## config.mk

```make
export PLATFORM = sky130hd
export DESIGN_NAME = regfile_wb_arbiter_flat
export DESIGN_NICKNAME = d
export VERILOG_FILES = /design/src/rtl/rf_wb_pkg.sv /design/src/rtl/regfile_wb_arbiter_if.sv /design/src/rtl/regfile_wb_arbiter_rr_arbiter.sv /design/src/rtl/regfile_wb_arbiter.sv /design/src/flat_wrapper.sv
export SDC_FILE = /design/constraint.sdc
export NUM_CORES = 1
export LEC_CHECK = 0
export CAP_MARGIN = 20
export CORE_UTILIZATION = 33
export CTS_CLUSTER_DIAMETER = 100
export CTS_CLUSTER_SIZE = 16
export DETAILED_ROUTE_END_ITERATION = 8
export MAX_ROUTING_LAYER = met4
export PLACE_DENSITY = 0.77
export SYNTH_ARGS = -nofsm -noshare
export SYNTH_HDL_FRONTEND = slang
export SYNTH_SLANG_ARGS = --single-unit
```

## constraint.sdc

```tcl
create_clock -name clk -period 2.3 [get_ports clk]
set_input_delay 0.575 -clock clk [delete_from_list [all_inputs] [get_ports clk]]
set_output_delay 0.575 -clock clk [all_outputs]
set_load 0.02 [all_outputs]
```

## src/rtl/rf_wb_pkg.sv

```systemverilog
`default_nettype none
// ============================================================================
//  Module      : rf_wb_pkg
//  Description : Shared widths, request record and pointer helper for the
//                register-file writeback arbiter.
//  Revision    : 1.0 - initial release
// ============================================================================
package rf_wb_pkg;

    localparam int RF_ADDR_W   = 5;
    localparam int RF_DATA_W   = 32;
    localparam int RF_NUM_REGS = 32;
    localparam int RF_NUM_REQ  = 3;

    typedef struct packed {
        logic                 valid;
        logic [RF_ADDR_W-1:0] addr;
        logic [RF_DATA_W-1:0] data;
    } wb_req_t;

    // Round-robin successor of a requester index, wrapping at n.
    function automatic int rr_next(input int idx, input int n);
        return (idx == n - 1) ? 0 : idx + 1;
    endfunction

endpackage
`default_nettype wire

```

## src/rtl/regfile_wb_arbiter_if.sv

```systemverilog
`default_nettype none
// ============================================================================
//  Module      : regfile_wb_arbiter_if
//  Description : Writeback request bus plus register-file write port.
//                master = requesters / register file side, slave = arbiter.
//  Revision    : 1.0 - initial release
// ============================================================================
interface regfile_wb_arbiter_if
    import rf_wb_pkg::*;
#(
    parameter int NUM_REQ = RF_NUM_REQ,
    parameter int ADDR_W  = RF_ADDR_W,
    parameter int DATA_W  = RF_DATA_W
);
    localparam int ID_W = $clog2(NUM_REQ);

    logic [NUM_REQ-1:0]        req_valid;
    logic [NUM_REQ*ADDR_W-1:0] req_addr;
    logic [NUM_REQ*DATA_W-1:0] req_data;
    logic [NUM_REQ-1:0]        req_ready;
    logic                      rf_stall;
    logic                      WriteEn;
    logic [ADDR_W-1:0]         RsW;
    logic [DATA_W-1:0]         WData;
    logic [ID_W-1:0]           grant_id;

    modport master (
        output req_valid, req_addr, req_data, rf_stall,
        input  req_ready, WriteEn, RsW, WData, grant_id
    );

    modport slave (
        input  req_valid, req_addr, req_data, rf_stall,
        output req_ready, WriteEn, RsW, WData, grant_id
    );

endinterface
`default_nettype wire

```

## src/rtl/regfile_wb_arbiter_rr_arbiter.sv

```systemverilog
`default_nettype none
// ============================================================================
//  Module      : rr_arbiter
//  Description : Combinational round-robin picker: first set request at or
//                after the pointer (modulo N) wins; one-hot and encoded out.
//  Revision    : 1.0 - initial release
// ============================================================================
module rr_arbiter #(
    parameter int N  = 3,
    parameter int IW = $clog2(N)
) (
    input  wire logic [N-1:0]  i_req,
    input  wire logic [IW-1:0] i_ptr,
    output logic      [N-1:0]  o_grant,
    output logic      [IW-1:0] o_idx,
    output logic               o_any
);

    // Two passes: indices at/above the pointer first, then the wrapped part.
    always_comb begin
        o_grant = '0;
        o_idx   = '0;
        o_any   = 1'b0;
        for (int j = 0; j < N; j++) begin
            if (!o_any && i_req[j] && (j >= int'(i_ptr))) begin
                o_grant[j] = 1'b1;
                o_idx      = IW'(j);
                o_any      = 1'b1;
            end
        end
        for (int j = 0; j < N; j++) begin
            if (!o_any && i_req[j]) begin
                o_grant[j] = 1'b1;
                o_idx      = IW'(j);
                o_any      = 1'b1;
            end
        end
    end

endmodule
`default_nettype wire

```

## src/rtl/regfile_wb_arbiter.sv

```systemverilog
`default_nettype none
// ============================================================================
//  Module      : regfile_wb_arbiter
//  Description : Round-robin sharing of the single register-file write port
//                among NUM_REQ writeback sources. One registered output
//                stage; writes to x0 are accepted and dropped; rf_stall
//                blocks all grants.
//                Optional macro RF_WB_BYPASS_EN adds two decode bypass
//                compare ports fed from the registered write stage.
//  Revision    : 1.0 - initial release
// ============================================================================
module regfile_wb_arbiter
    import rf_wb_pkg::*;
#(
    parameter int NUM_REQ = RF_NUM_REQ,
    parameter int ADDR_W  = RF_ADDR_W,
    parameter int DATA_W  = RF_DATA_W
) (
    input  wire logic          clk,
    input  wire logic          rstn,
    regfile_wb_arbiter_if.slave bus
`ifdef RF_WB_BYPASS_EN
    ,
    input  wire logic [ADDR_W-1:0] byp_addr1,
    input  wire logic [ADDR_W-1:0] byp_addr2,
    output logic                   byp_hit1,
    output logic                   byp_hit2,
    output logic      [DATA_W-1:0] byp_data1,
    output logic      [DATA_W-1:0] byp_data2
`endif
);

    localparam int ID_W = $clog2(NUM_REQ);

    logic [ID_W-1:0]    r_ptr;
    logic               r_we;
    logic [ADDR_W-1:0]  r_addr;
    logic [DATA_W-1:0]  r_data;
    logic [ID_W-1:0]    r_gid;

    logic [NUM_REQ-1:0] w_req;
    logic [NUM_REQ-1:0] w_grant;
    logic [ID_W-1:0]    w_idx;
    logic               w_xfer;
    logic [ADDR_W-1:0]  w_sel_addr;
    logic [DATA_W-1:0]  w_sel_data;
    logic               w_real_wr;
    logic [ID_W-1:0]    w_ptr_nxt;

    // Requests are hidden from the picker while in reset or stalled, so
    // ready stays low and nothing transfers.
    assign w_req = (rstn && !bus.rf_stall) ? bus.req_valid : '0;

    rr_arbiter #(
        .N  (NUM_REQ),
        .IW (ID_W)
    ) u_rr_arbiter (
        .i_req   (w_req),
        .i_ptr   (r_ptr),
        .o_grant (w_grant),
        .o_idx   (w_idx),
        .o_any   (w_xfer)
    );

    assign bus.req_ready = w_grant;
    assign w_sel_addr    = bus.req_addr[int'(w_idx)*ADDR_W +: ADDR_W];
    assign w_sel_data    = bus.req_data[int'(w_idx)*DATA_W +: DATA_W];
    assign w_real_wr     = w_xfer && (w_sel_addr != '0);
    assign w_ptr_nxt     = ID_W'(rr_next(int'(w_idx), NUM_REQ));

    // Pointer advance and registered write stage; x0 transfers only move the pointer.
    always_ff @(posedge clk or negedge rstn) begin
        if (!rstn) begin
            r_ptr  <= '0;
            r_we   <= 1'b0;
            r_addr <= '0;
            r_data <= '0;
            r_gid  <= '0;
        end else begin
            r_we <= w_real_wr;
            if (w_xfer) begin
                r_ptr <= w_ptr_nxt;
            end
            if (w_real_wr) begin
                r_addr <= w_sel_addr;
                r_data <= w_sel_data;
                r_gid  <= w_idx;
            end
        end
    end

    assign bus.WriteEn  = r_we;
    assign bus.RsW      = r_addr;
    assign bus.WData    = r_data;
    assign bus.grant_id = r_gid;

`ifdef RF_WB_BYPASS_EN
    assign byp_hit1  = r_we && (r_addr != '0) && (r_addr == byp_addr1);
    assign byp_hit2  = r_we && (r_addr != '0) && (r_addr == byp_addr2);
    assign byp_data1 = byp_hit1 ? r_data : '0;
    assign byp_data2 = byp_hit2 ? r_data : '0;
`endif

endmodule
`default_nettype wire

```

## src/flat_wrapper.sv

```systemverilog
// flat-port wrapper written by rule: the top's interface ports become plain ports
module regfile_wb_arbiter_flat import rf_wb_pkg::*;
#(
    parameter int NUM_REQ = RF_NUM_REQ,
    parameter int ADDR_W  = RF_ADDR_W,
    parameter int DATA_W  = RF_DATA_W
)
  (clk, rstn, bus_req_valid, bus_req_addr, bus_req_data, bus_rf_stall, bus_req_ready, bus_WriteEn, bus_RsW, bus_WData, bus_grant_id);
  regfile_wb_arbiter_if #(.NUM_REQ(NUM_REQ), .ADDR_W(ADDR_W), .DATA_W(DATA_W)) bus_i ();
  input  wire logic clk;
  input  wire logic rstn;
  input wire logic [$bits(bus_i.req_valid)-1:0] bus_req_valid;
  input wire logic [$bits(bus_i.req_addr)-1:0] bus_req_addr;
  input wire logic [$bits(bus_i.req_data)-1:0] bus_req_data;
  input wire logic [$bits(bus_i.rf_stall)-1:0] bus_rf_stall;
  output wire logic [$bits(bus_i.req_ready)-1:0] bus_req_ready;
  output wire logic [$bits(bus_i.WriteEn)-1:0] bus_WriteEn;
  output wire logic [$bits(bus_i.RsW)-1:0] bus_RsW;
  output wire logic [$bits(bus_i.WData)-1:0] bus_WData;
  output wire logic [$bits(bus_i.grant_id)-1:0] bus_grant_id;
  assign bus_i.req_valid = bus_req_valid;
  assign bus_i.req_addr = bus_req_addr;
  assign bus_i.req_data = bus_req_data;
  assign bus_i.rf_stall = bus_rf_stall;
  assign bus_req_ready = bus_i.req_ready;
  assign bus_WriteEn = bus_i.WriteEn;
  assign bus_RsW = bus_i.RsW;
  assign bus_WData = bus_i.WData;
  assign bus_grant_id = bus_i.grant_id;
  regfile_wb_arbiter #(.NUM_REQ(NUM_REQ), .ADDR_W(ADDR_W), .DATA_W(DATA_W)) u_core (.clk(clk), .rstn(rstn), .bus(bus_i));
endmodule
```

==> results_dict.tcl <==
set metrics [dict create \
    layout_commonest_cell "clkdlybuf4s50_1" \
    status "finished, final reports clean" \
    die_h_um 89.5 \
    synth_cells 254 \
    antenna_found_initial 0 \
    dieArea_sq_mm 0.00801 \
    postPlaceCellArea_sq_mm 0.00438 \
    ir_worst_vdd_uv 267 \
    grt_max_degree 43 \
    cp.arrival_ns 2.43 \
    cts_tree "yes" \
    synth_xor_area_frac 0 \
    htreeDepth 2 \
    tns_ns 0 \
    yosysSeqAreaShare 0.416 \
    hold_path.class "in -> async" \
    p_int_w 0.00191 \
    gr-usage-met1 0.243 \
    final.min_clock_period_ns 2.25 \
    slew_violations 0 \
    clock_skew_ns 0.00593 \
    busiest_layer "met2" \
    relSlewSlack 0.638 \
    design_power_total_w 0.00281 \
    critPathRequiredTime_ns 2.48 \
    synth_area_per_cell_sq_um 9.95 \
    setup.worst_path.start_class "input port" \
    rows 31 \
    p_leak_nw 1.85 \
    clockPowerShare 0.205 \
    ant_nets 0 \
    drt_iter0_markers 60 \
    netlist_area_sq_mm 0.00253 \
    synth_area_leader_cell "dfrtp_1" \
    setup_viol 0 \
    worst_pin_slew_ns 0.544 \
    synth_cell_types 34 \
    p_sw_frac 0.320 \
    cts_sinks 42 \
    mostFrequentLayoutCells "clkdlybuf4s50_1 (146), dfrtp_1 (41), mux2i_1 (32), nand3_1 (32), o21ai_0 (32)" \
    syn-num-nets 371 \
    finalCritPeriodShare 0.980 \
    grt-ovfl-total 0 \
    use_met2 0.416 \
    synthAdderAreaFrac 0 \
    syn_to_final_growth_pct 85.4 \
    synth_compound_area_frac 0.126 \
    dp.cells 518 \
    p_per_area_mw_per_mm2 600 \
    grtUsageMet3 0.0360 \
    dpl.hpwl_mm 6.21 \
    antenna_cells 0 \
    wl_mm 8.86 \
    finalHoldViolCount 0 \
    clk_latency_ns 0.29 \
    worstSetupEndpointType "flip-flop" \
    muxShareOfSynthArea 0.279 \
    synth-simple-area-share 0.129 \
    fin_area_sq_mm 0.00468 \
    initial_core_util 0.345 \
    core_sq_mm 0.00733 \
    synth_top_area_share 0.416 \
    port_buffers 159 \
    via_per_inst 4.98 \
    p_comb_frac 0.440 \
    grt_pass1_vias 2794 \
    grt.total_usage 0.226 \
    cts_buffer_depth 2 \
    worstPathMaxFanout 8 \
    grt_first_pass_wirelength_mm 13.2 \
    synth_top_family_by_area "multiplexers" \
    seqPwrFrac 0.355 \
    postCtsHoldBufs 0 \
    pin_count 160 \
    fmax_mhz 443 \
    drt-wirelength-per-cell_um 16.6 \
    vias 2655 \
    fin_util 0.639 \
    drv_cap 0 \
    globalplace.congestion 0.850 \
    path_clk_slew_ns 0.08 \
    nets 550 \
    ys_ff_latch 42 \
    cts_root_buf "clkbuf_8" \
    cts_inserted_buffers 5 \
    path_class "in -> reg" \
    fp.dieW_um 89.5 \
    netSwitchingPower_w 0.000899 \
    dr.pass1.iters 4 \
    ys_top_cells_by_area "dfrtp_1 (42%), mux2i_1 (13%), mux2_2 (13%)" \
    stdcell_count 533 \
    yosys_warnings 0 \
    drive_gt1_frac 0.212 \
    drc 0 \
]
stage by stage:
| stage | setup WS (ns) | hold slack [ns] |
|---|---|---|
| after floorplan | -0.150 | 0.279 |
| after global placement | -0.638 | 0.490 |
| after detailed placement | -0.661 | 0.498 |
| after CTS | 0.00379 | 0.470 |
| after global routing | -0.00525 | 0.504 |
| final | 0.0450 | 0.460 |
path summary, 6_finish.rpt:
path                                           from                   end  slack (ns)  cells after the start
worst max-delay path               bus_req_valid[0]  u_core.bus.WData[21]        0.05                      8
worst min-delay path                           rstn     u_core.bus.RsW[0]        0.46                      3
worst max register to register      u_core.r_ptr[1]  u_core.bus.WData[21]        0.07                      7
worst min register to register  u_core.bus.WData[6]   u_core.bus.WData[6]        0.51                      1
max in group asynchronous                      rstn       u_core.r_ptr[1]        1.45                      3
min in group clk                u_core.bus.WData[6]   u_core.bus.WData[6]        0.51                      1
layer usage:
| metal | routed length [um] | vias to the layer above |
|---|---|---|
| li1 | - | 1279 |
| met1 | 3450 | 1270 |
| met2 | 4920 | 90 |
| met3 | 342 | 16 |
| met4 | 150 | 0 |
| met5 | 0 | - |
kinds of logic (layout without fill, tap and decap cells):
| group | count (synthesis) | in the layout |
|---|---|---|
| multiplexers | 66 | 66 |
| AO/OA/AOI/OAI | 51 | 51 |
| flip-flops | 42 | 42 |
| AND/OR/NAND/NOR | 66 | 66 |
| buffers and inverters | 29 | 209 |
Yosys cell counts:
| master | n |
|---|---|
| a211oi_1 | 2 |
| a21bo_2 | 1 |
| a21oi_1 | 1 |
| a31oi_1 | 2 |
| and3_1 | 4 |
| buf_2 | 5 |
| buf_4 | 1 |
| buf_6 | 1 |
| clkbuf_1 | 12 |
| clkinv_1 | 1 |
| dfrtp_1 | 42 |
| inv_1 | 8 |
| inv_2 | 1 |
| mux2_1 | 3 |
| mux2_2 | 29 |
| mux2_4 | 1 |
| mux2i_1 | 33 |
| nand2_1 | 13 |
| nand3_1 | 32 |
| nand3b_1 | 1 |
| nor2_1 | 8 |
| nor2b_1 | 3 |
| nor3b_1 | 2 |
| nor4_1 | 2 |
| o211ai_1 | 1 |
| o21ai_0 | 33 |
| o21ai_1 | 1 |
| o21bai_1 | 1 |
| o22ai_1 | 2 |
| o311ai_4 | 1 |
| o31a_1 | 1 |
| o31ai_1 | 1 |
| o32ai_1 | 4 |
| or4_1 | 1 |
worst max-delay path, stage by stage:
cell,delay [ns]
clkdlybuf4s15_1,0.23
nor2_4,0.05
o311ai_4,0.30
inv_2,0.11
mux2_4,0.32
o31a_4,0.36
buf_16,0.17
mux2_4,0.29
power by group through the flow:
stage | clock network [W] | logic (W) | registers [W]
2_1_floorplan | 0 | 0.000334 | 0.00119
3_3_place_gp | 0 | 0.00117 | 0.000996
3_5_place_dp | 0 | 0.00119 | 0.00100
4_1_cts | 0.000593 | 0.00122 | 0.000994
5_1_grt | 0.000620 | 0.00131 | 0.00102
6_report | 0.000575 | 0.00124 | 0.000999
area by class of cell:
| cell class | count | area, sq um |
|---|---|---|
| Fill cell | 600 | 2650 |
| Timing Repair Buffer | 191 | 1910 |
| Multi-Input combinational cell | 183 | 1450 |
| Sequential cell | 42 | 1050 |
| Tap cell | 99 | 124 |
| Clock buffer | 6 | 72.6 |
| Clock inverter | 2 | 37.5 |
| Inverter | 10 | 37.5 |
state kept, by name, indices dropped and copies added (netlist names):
| signal | count |
|---|---|
| u_core.bus.grant_id | 2 |
| u_core.bus.WriteEn | 1 |
| u_core.r_ptr | 2 |
| u_core.bus.RsW | 5 |
| u_core.bus.WData | 32 |
repair_timing:
item	4_1_cts	5_1_grt
setup buffers	1	4
cloned	2	1
pin swaps	2	2
endpoints found under the setup margin	42	33
gates resized for setup	27	19
Note: power is estimated with default switching activity, not from simulation.
